$ cat config.mk
export PLATFORM = sky130hd
export DESIGN_NAME = qc_row_accumulator
export DESIGN_NICKNAME = d
export VERILOG_FILES = /design/src/rtl/qc_row_accumulator.sv
export SDC_FILE = /design/constraint.sdc
export NUM_CORES = 1
export LEC_CHECK = 0
export BUFFER_PORTS_ARGS = -buffer_cell sky130_fd_sc_hd__buf_2
export CAP_MARGIN = 20
export CORE_ASPECT_RATIO = 1.25
export CORE_MARGIN = 4
export CORE_UTILIZATION = 63
export CTS_BUF_LIST = sky130_fd_sc_hd__clkbuf_2 sky130_fd_sc_hd__clkbuf_4 sky130_fd_sc_hd__clkbuf_8
export CTS_CLUSTER_SIZE = 8
export DETAILED_ROUTE_END_ITERATION = 6
export PLACE_DENSITY = 0.87
export SYNTH_ARGS = -nofsm -noshare
export SYNTH_HDL_FRONTEND = slang
export SYNTH_SLANG_ARGS = --single-unit
$ cat constraint.sdc
create_clock -name CLK -period 2.7 [get_ports CLK]
set_clock_uncertainty 0.2 [all_clocks]
set_input_delay 0.135 -clock CLK [delete_from_list [all_inputs] [get_ports CLK]]
set_output_delay 0.135 -clock CLK [all_outputs]
set_load 0.005 [all_outputs]
$ cat src/rtl/qc_row_accumulator.sv
`default_nettype none
// ============================================================================
// Module      : qc_row_accumulator
// Description : XOR-accumulates rotated Z-bit sub-blocks over one QC-LDPC
//               base-matrix row and queues the finished row word in a small
//               output FIFO (valid/ready). Input is never stalled; a row that
//               finds the FIFO full is dropped and flagged in a sticky bit.
// Revision    : 1.0 - initial release
// ============================================================================
module qc_row_accumulator #(
    parameter int MAXZ       = 81,
    parameter int ROW_W      = 4,
    parameter int CNT_W      = 5,
    parameter int FIFO_DEPTH = 4
) (
    input  logic                       CLK,
    input  logic                       rst_n,
    input  logic [$clog2(MAXZ+1)-1:0]  z_size,
    input  logic                       valid_in,
    input  logic [MAXZ-1:0]            in_data,
    input  logic                       last_in,
    input  logic [ROW_W-1:0]           row_in,
    output logic                       valid_out,
    input  logic                       ready_in,
    output logic [MAXZ-1:0]            out_data,
    output logic [ROW_W-1:0]           out_row,
    output logic [CNT_W-1:0]           out_count,
    output logic                       busy,
    output logic                       overflow
);

    localparam int ZW    = $clog2(MAXZ + 1);
    localparam int PTR_W = (FIFO_DEPTH > 1) ? $clog2(FIFO_DEPTH) : 1;
    localparam int OCC_W = $clog2(FIFO_DEPTH + 1);
    localparam logic [ZW-1:0]    C_ZMAX    = ZW'(MAXZ);
    localparam logic [CNT_W-1:0] C_CNT_MAX = {CNT_W{1'b1}};
    localparam logic [OCC_W-1:0] C_FULL    = OCC_W'(FIFO_DEPTH);

    typedef enum logic [0:0] {
        S_IDLE  = 1'b0,
        S_ACCUM = 1'b1
    } state_t;

    state_t             r_state;
    state_t             w_state_nxt;

    logic [MAXZ-1:0]    r_acc;
    logic [MAXZ-1:0]    r_mask;
    logic [ROW_W-1:0]   r_row;
    logic [CNT_W-1:0]   r_cnt;

    logic [MAXZ-1:0]    r_mem_data [FIFO_DEPTH];
    logic [ROW_W-1:0]   r_mem_row  [FIFO_DEPTH];
    logic [CNT_W-1:0]   r_mem_cnt  [FIFO_DEPTH];
    logic [PTR_W-1:0]   r_wr_ptr;
    logic [PTR_W-1:0]   r_rd_ptr;
    logic [OCC_W-1:0]   r_occ;
    logic               r_overflow;

    logic [ZW-1:0]      w_z;
    logic [MAXZ-1:0]    w_mask;
    logic [MAXZ-1:0]    w_new_masked;
    logic [MAXZ-1:0]    w_row_masked;
    logic [CNT_W-1:0]   w_cnt_inc;
    logic               w_push;
    logic [MAXZ-1:0]    w_push_data;
    logic [ROW_W-1:0]   w_push_row;
    logic [CNT_W-1:0]   w_push_cnt;
    logic               w_pop;
    logic               w_full;
    logic               w_push_ok;

    // Effective lifting size and the keep-mask it implies (out-of-range -> MAXZ)
    always_comb begin
        w_z    = ((z_size == '0) || (z_size > C_ZMAX)) ? C_ZMAX : z_size;
        w_mask = '0;
        for (int i = 0; i < MAXZ; i++) begin
            w_mask[i] = (ZW'(i) < w_z);
        end
    end

    // First block of a row uses the live mask; later blocks use the latched one
    assign w_new_masked = in_data & w_mask;
    assign w_row_masked = in_data & r_mask;
    assign w_cnt_inc    = (r_cnt == C_CNT_MAX) ? r_cnt : r_cnt + CNT_W'(1);

    // Next-state and row-completion (FIFO push request) decode
    always_comb begin
        w_state_nxt = r_state;
        w_push      = 1'b0;
        w_push_data = '0;
        w_push_row  = '0;
        w_push_cnt  = '0;
        case (r_state)
            S_IDLE: begin
                if (valid_in && last_in) begin
                    w_push      = 1'b1;
                    w_push_data = w_new_masked;
                    w_push_row  = row_in;
                    w_push_cnt  = CNT_W'(1);
                end else if (valid_in) begin
                    w_state_nxt = S_ACCUM;
                end
            end
            S_ACCUM: begin
                if (valid_in && last_in) begin
                    w_push      = 1'b1;
                    w_push_data = r_acc ^ w_row_masked;
                    w_push_row  = r_row;
                    w_push_cnt  = w_cnt_inc;
                    w_state_nxt = S_IDLE;
                end
            end
            default: w_state_nxt = S_IDLE;
        endcase
    end

    // State register
    always_ff @(posedge CLK or negedge rst_n) begin
        if (!rst_n) r_state <= S_IDLE;
        else        r_state <= w_state_nxt;
    end

    // Partial-row accumulator, latched row context and block counter
    always_ff @(posedge CLK or negedge rst_n) begin
        if (!rst_n) begin
            r_acc  <= '0;
            r_mask <= '0;
            r_row  <= '0;
            r_cnt  <= '0;
        end else if (valid_in) begin
            if (r_state == S_IDLE) begin
                if (!last_in) begin
                    r_acc  <= w_new_masked;
                    r_mask <= w_mask;
                    r_row  <= row_in;
                    r_cnt  <= CNT_W'(1);
                end
            end else if (last_in) begin
                r_acc <= '0;
                r_cnt <= '0;
            end else begin
                r_acc <= r_acc ^ w_row_masked;
                r_cnt <= w_cnt_inc;
            end
        end
    end

    // A full FIFO still takes a push when the head leaves in the same cycle
    assign w_full    = (r_occ == C_FULL);
    assign valid_out = (r_occ != '0);
    assign w_pop     = valid_out && ready_in;
    assign w_push_ok = w_push && (!w_full || w_pop);

    // Output FIFO storage, pointers, occupancy and sticky drop flag
    always_ff @(posedge CLK or negedge rst_n) begin
        if (!rst_n) begin
            for (int i = 0; i < FIFO_DEPTH; i++) begin
                r_mem_data[i] <= '0;
                r_mem_row[i]  <= '0;
                r_mem_cnt[i]  <= '0;
            end
            r_wr_ptr   <= '0;
            r_rd_ptr   <= '0;
            r_occ      <= '0;
            r_overflow <= 1'b0;
        end else begin
            if (w_push_ok) begin
                r_mem_data[r_wr_ptr] <= w_push_data;
                r_mem_row[r_wr_ptr]  <= w_push_row;
                r_mem_cnt[r_wr_ptr]  <= w_push_cnt;
                r_wr_ptr             <= r_wr_ptr + PTR_W'(1);
            end
            if (w_pop) begin
                r_rd_ptr <= r_rd_ptr + PTR_W'(1);
            end
            if (w_push_ok && !w_pop) begin
                r_occ <= r_occ + OCC_W'(1);
            end else if (w_pop && !w_push_ok) begin
                r_occ <= r_occ - OCC_W'(1);
            end
            if (w_push && !w_push_ok) begin
                r_overflow <= 1'b1;
            end
        end
    end

    assign out_data  = r_mem_data[r_rd_ptr];
    assign out_row   = r_mem_row[r_rd_ptr];
    assign out_count = r_mem_cnt[r_rd_ptr];
    assign busy      = (r_state == S_ACCUM);
    assign overflow  = r_overflow;

endmodule
`default_nettype wire

=== After elaboration in Yosys (flattened, before gate mapping) ===
Index checks and enable logic that the tools add are counted.

* Output and inout port bits: 93
* Input port bits: 97
* Word-level logic and storage cells: 180
* Register bits after elaboration: 540

* Bitwise logic cells: 7
* Muxes and demuxes: 42
* Equal/unequal tests: 3
* Reductions and logical operators: 17
* $add $sub $neg: 5
* $lt $le $gt $ge: 85

{| class="wikitable"
|+ Operators by type and width
! operator !! count
|-
| $mux W81 || 8
|-
| $bwmux W324 || 1
|-
| $lt A6 B7 Y1 const A || 32
|-
| $and A81 B81 Y81 || 2
|-
| $bmux W81 S2 || 1
|-
| $demux W81 S2 || 1
|-
| $pmux W81 S2 || 1
|-
| $lt A7 B7 Y1 const A || 17
|-
| $lt A5 B7 Y1 const A || 16
|-
| $xor A81 B81 Y81 || 1
|-
| $lt A4 B7 Y1 const A || 8
|-
| $mux W5 || 8
|-
| $lt A3 B7 Y1 const A || 4
|-
| $bwmux W20 || 1
|-
| $mux W4 || 5
|-
| $bwmux W16 || 1
|-
| $lt A1 B7 Y1 const A || 2
|-
| $lt A2 B7 Y1 const A || 2
|-
| $bmux W5 S2 || 1
|-
| $demux W5 S2 || 1
|-
| $pmux W5 S2 || 1
|-
| $bmux W4 S2 || 1
|-
| $demux W4 S2 || 1
|-
| $pmux W4 S2 || 1
|-
| other kinds (24) || 42
|}

=== Logic depth before layout (Yosys ltp) ===
* Word-level depth: 8
* Gate-level depth with buffers: 10
* Depth with buffers taken out: 8

=== Worst setup path before layout ===
No wires, ideal clock.

* Path kind: input port to flip-flop
* From: in valid_in
* To: reg r_occ[2]
* Stages: 10
* Library setup time: 0.079 ns
* Path buffers: 2
* Arrival: 1.935 ns
* Required time: 2.421 ns
* Path slack: 0.485 ns
* Cells stage by stage: buf_2 clkbuf_1 nand2_1 nor2_1 ha_1 inv_1 fa_1 xor2_1 nor2_1 xor2_1

* Longest elaborated chain between the ends: 6
* Elaborated cells on any way between the ends: 8
* Classes of those cells: 2 x mux; 6 x reduce/logical

{| class="wikitable"
|+ Ends and longest elaborated chain
! element !! line !! RTL
|-
| start, declared || 19 || <nowiki>input logic valid_in,</nowiki>
|-
| $logic_and A1 B1 Y1 * || 96, 106 ||
|-
| $mux W1 * || 96, 106 ||
|-
| $logic_and A1 B1 Y1 * || 153 || <nowiki>assign w_push_ok = w_push && (!w_full || w_pop);</nowiki>
|-
| net w_push_ok || 71 || <nowiki>logic w_push_ok;</nowiki>
|-
| $logic_not A1 Y1 || 179 || <nowiki>end else if (w_pop && !w_push_ok) begin</nowiki>
|-
| $logic_and A1 B1 Y1 || 179 ||
|-
| $reduce_bool A2 Y1 (no line) || - ||
|-
| end signal, assigned || 178 || <nowiki>r_occ <= r_occ + OCC_W'(1);</nowiki>
|-
| end signal, assigned || 180 || <nowiki>r_occ <= r_occ - OCC_W'(1);</nowiki>
|-
| end, declared || 57 || <nowiki>logic [OCC_W-1:0] r_occ;</nowiki>
|}

Mark *: on every way through the listed nets, which the timed path passes. The rest lies on a longest branch.
A chain may end at the register's enable or synchronous reset.

==> impl_results.md <==
- Share of cells above drive strength 1: 0.270
- GP Congestion: 0.939
- Achievable Freq: 381 MHz
- Top cells by area, synth: dfrtp_1 (51%), mux4_2 (7.6%), mux2_2 (6.7%), nand2_1 (6.6%), o21ai_0 (5.5%)
- DIE HEIGHT: 238 um
- Design area: 31400 um^2
- Setup violators final: 0
- Multiplexer area fraction after synthesis: 0.149
- Layout area overhead: 17.7%
- Post-Route WL: 87700 um
- Initial drt markers: 2643
- Layout filler cell count: 2596
- Util after Layout: 0.748
- Post-synth EDFFs: 0
- Synth Area in XOR/XNOR: 0.0125
- Post-route DRC: 12
- Synth Area in Compound Gates: 0.163
- Simple-Gate Fraction of Synth Area: 0.129
- Port buffer count: 189
- Leakage: 14.1 nW
- Placeable core region: 42000 um^2
- Die ar.: 45800 um^2
- CP Data Required Time: 3110 ps
- Global-route usage over all layers: 0.383
- Critical path peak fanout: 28
- Ys Warns: 0
- Violated checks: design-rule violations
- RSZ-0062 raised after global routing: false
- Sequential fraction of the synthesis area: 0.506
- I/O pin count: 190
- #FFs+latches synth: 540
- Placed Cells incl. Taps: 3155
- Actual slew at the worst max-slew pin: 828 ps
- PD cells: 960 nW/um^2
- Final #Nets: 2896
- Final Critical Period: 2620 ps
- H-tree Lvls: 3
- Bufs on Longest Clock Path: 3
- CTS tree: yes
- CP endpoint kind: flop
- Clock Root Buffer: clkbuf_8
- Vias in the first global route: 24000
- Worst vdd ir: 0.743 mV
- Initial core utilization: 0.635
- Max-Slew Margin vs Limit: 0.443
- Clk Latency, worst-skew pair: 690 ps
- Clk slew on worst S/H paths: 70 ps
- DR vias/cell: 6.86
- Inserted Clock Buffers: 84
- Fin cells: 3396
- Outcome: finished with violations
- Antenna viol nets, final: 0
- Worst Path Arrival: 3030 ps
- Global-route wire length before repair: 135000 um
- Combinational family with the most area after synthesis: compound AO/OA/AOI/OAI gates
- Clk sink count: 540
- DRT Pass-1 Iters: 7
- Syn_nets: 2578
- Max Slew Vio Count: 0
- Dpl cell area: 28700 um^2
- Yosys cell types: 99
- CP Class: flop to flop
- Largest area contributor in the synthesized netlist: dfrtp_1
- Vias: 23300
- Gate Count Post-Synth: 2474
- Final Cycle Share: 0.972
- Hold WC Path Type: input pin to flop
- Post-synthesis adder-cell area fraction: 0.00356
- Total gr overflow: 0
- Avg Cell Area, Syn: 10.8 um^2
- Hpwl dp: 55900 um
- Fraction of registers with async set or reset after synthesis: 1.00
- Die width: 192 um
- Largest net degree at the start of global routing: 87
- Main synth FF type: dfrtp_1
- Final hold violation count: 0
- Row count: 84
- Routed length per placed instance: 25.8 um
- Syn Std Cell Area: 26700 um^2
- Initial antenna violation count: 3
- Setup crit start kind: flop
- Setup tns final: 0 ps
- Top cell type's share of synthesized area: 0.506
- Max-cap check violation count: 0
worst max-delay path, stage by stage (launching register included):
cell	delay, ps
dfrtp_4	570
buf_6	240
buf_6	270
nand2_1	90
a21oi_1	270
a41oi_1	70
o21ai_0	210
dlygate4sd3_1	590
synth_stat cells, drive strengths merged (10+ instances only):
| cell type | number |
|---|---|
| clkbuf | 87 |
| nor3 | 10 |
| nand2 | 467 |
| buf | 96 |
| mux4 | 90 |
| nor2 | 81 |
| nor3b | 11 |
| a21boi | 19 |
| nand2b | 11 |
| a31oi | 45 |
| inv | 20 |
| and3b | 17 |
| a32oi | 12 |
| or3 | 10 |
| a221oi | 17 |
| o221ai | 16 |
| o21ai | 304 |
| mux2 | 161 |
| nor2b | 21 |
| nand3 | 49 |
| o211ai | 10 |
| a22o | 27 |
| xor2 | 10 |
| a21oi | 106 |
| dfrtp | 540 |
| xnor2 | 28 |
| mux2i | 13 |
| o31ai | 18 |
flip-flops by register name, summed over array words and instances (netlist names), named ones only:
signal,flops
r_mem_data,324
r_acc,81
r_mask,81
r_mem_cnt,20
r_mem_row,16
r_cnt,5
r_row,4
r_occ,3
r_rd_ptr,2
r_wr_ptr,2
overflow,1
cell families (layout without fill, tap and decap cells):
| family | Yosys count | count (layout) |
|---|---|---|
| DFF | 540 | 540 |
| AOI/OAI and AO/OA | 675 | 675 |
| buffers and inverters | 204 | 563 |
| other | 0 | 4 |
| muxes | 264 | 264 |
| xor gates and xnor gates | 38 | 38 |
| adders and majority gates | 7 | 7 |
| and+or+nand+nor | 746 | 746 |
cells in the final DEF, fill, tap and decap left out, types with 12 or more instances in the layout:
cell,instances
a21boi_0,18
a21oi_1,104
a22o_1,27
a31oi_1,44
a32oi_1,12
and3b_1,17
buf_12,27
buf_2,188
buf_4,92
clkbuf_4,19
clkbuf_8,100
dfrtp_1,537
dlygate4sd3_1,102
inv_1,20
mux2_2,159
mux2i_1,13
mux4_2,90
nand2_1,466
nand3_1,45
nor2_1,79
nor2b_1,20
o21ai_0,294
o221ai_1,16
o31ai_1,14
xnor2_1,28
per-layer routing:
layer,vias to the layer above,wire (um),GRT usage
li1,9606,-,-
met1,11500,31300,0.497
met2,1765,41700,0.604
met3,441,8990,0.0802
met4,0,5690,0.223
met5,-,0,0
what timing repair did:
action / CTS / global route
setup buffers: 5 / 2
hold buffers: 103 / 0
endpoints found under the hold margin: 985 / 0
gates resized for setup: 0 / 2
endpoints found under the setup margin: 76 / 5
final timing paths:
check	slack, ps	from	to	cells after the start
max reg2reg	80	flop	r_acc[15]$_DFFE_PN0P_	7
min	80	in_data[26]	r_acc[26]$_DFFE_PN0P_	5
max in group asynchronous	1310	rst_n	r_mem_data[238]$_DFFE_PN0P_	4
min in group asynchronous	450	rst_n	asynchronous set/reset pin	4
max	80	flop	r_acc[15]$_DFFE_PN0P_	7
min reg2reg	280	r_mem_row[15]$_DFFE_PN0P_	r_mem_row[15]$_DFFE_PN0P_	2
cell type report:
cell class                      instances  area (um^2)  area share
Sequential cell                       540        13500       0.430
Inverter                               21         78.8     0.00251
Clock inverter                          8         58.8     0.00187
Antenna cell                            4         10.0    0.000318
Clock buffer                          119         1520      0.0483
Tap cell                              559          699      0.0222
Timing Repair Buffer                  415         3280       0.104
Multi-Input combinational cell       1730        12300       0.390
power breakdown:
| part | leakage [nW] | internal, mW | switching [mW] |
|---|---|---|---|
| Clock | 0.834 | 3.58 | 3.19 |
| Sequential | 6.82 | 10.9 | 1.92 |
| Combinational | 6.42 | 5.32 | 5.26 |
| Total | 14.1 | 19.8 | 10.4 |
metrics by stage:
stage          setup slack [ps]  hold WS (ps)  total power [mW]
4_1_cts                    28.7          14.9              29.8
3_5_place_dp                197         -87.7              22.8
5_1_grt                    47.4          68.4              31.6
2_1_floorplan               485          -361              18.8
6_report                   76.9          76.0              30.2
3_3_place_gp                313         -91.9              21.9
No activity file was read; power rests on OpenSTA's default activity.
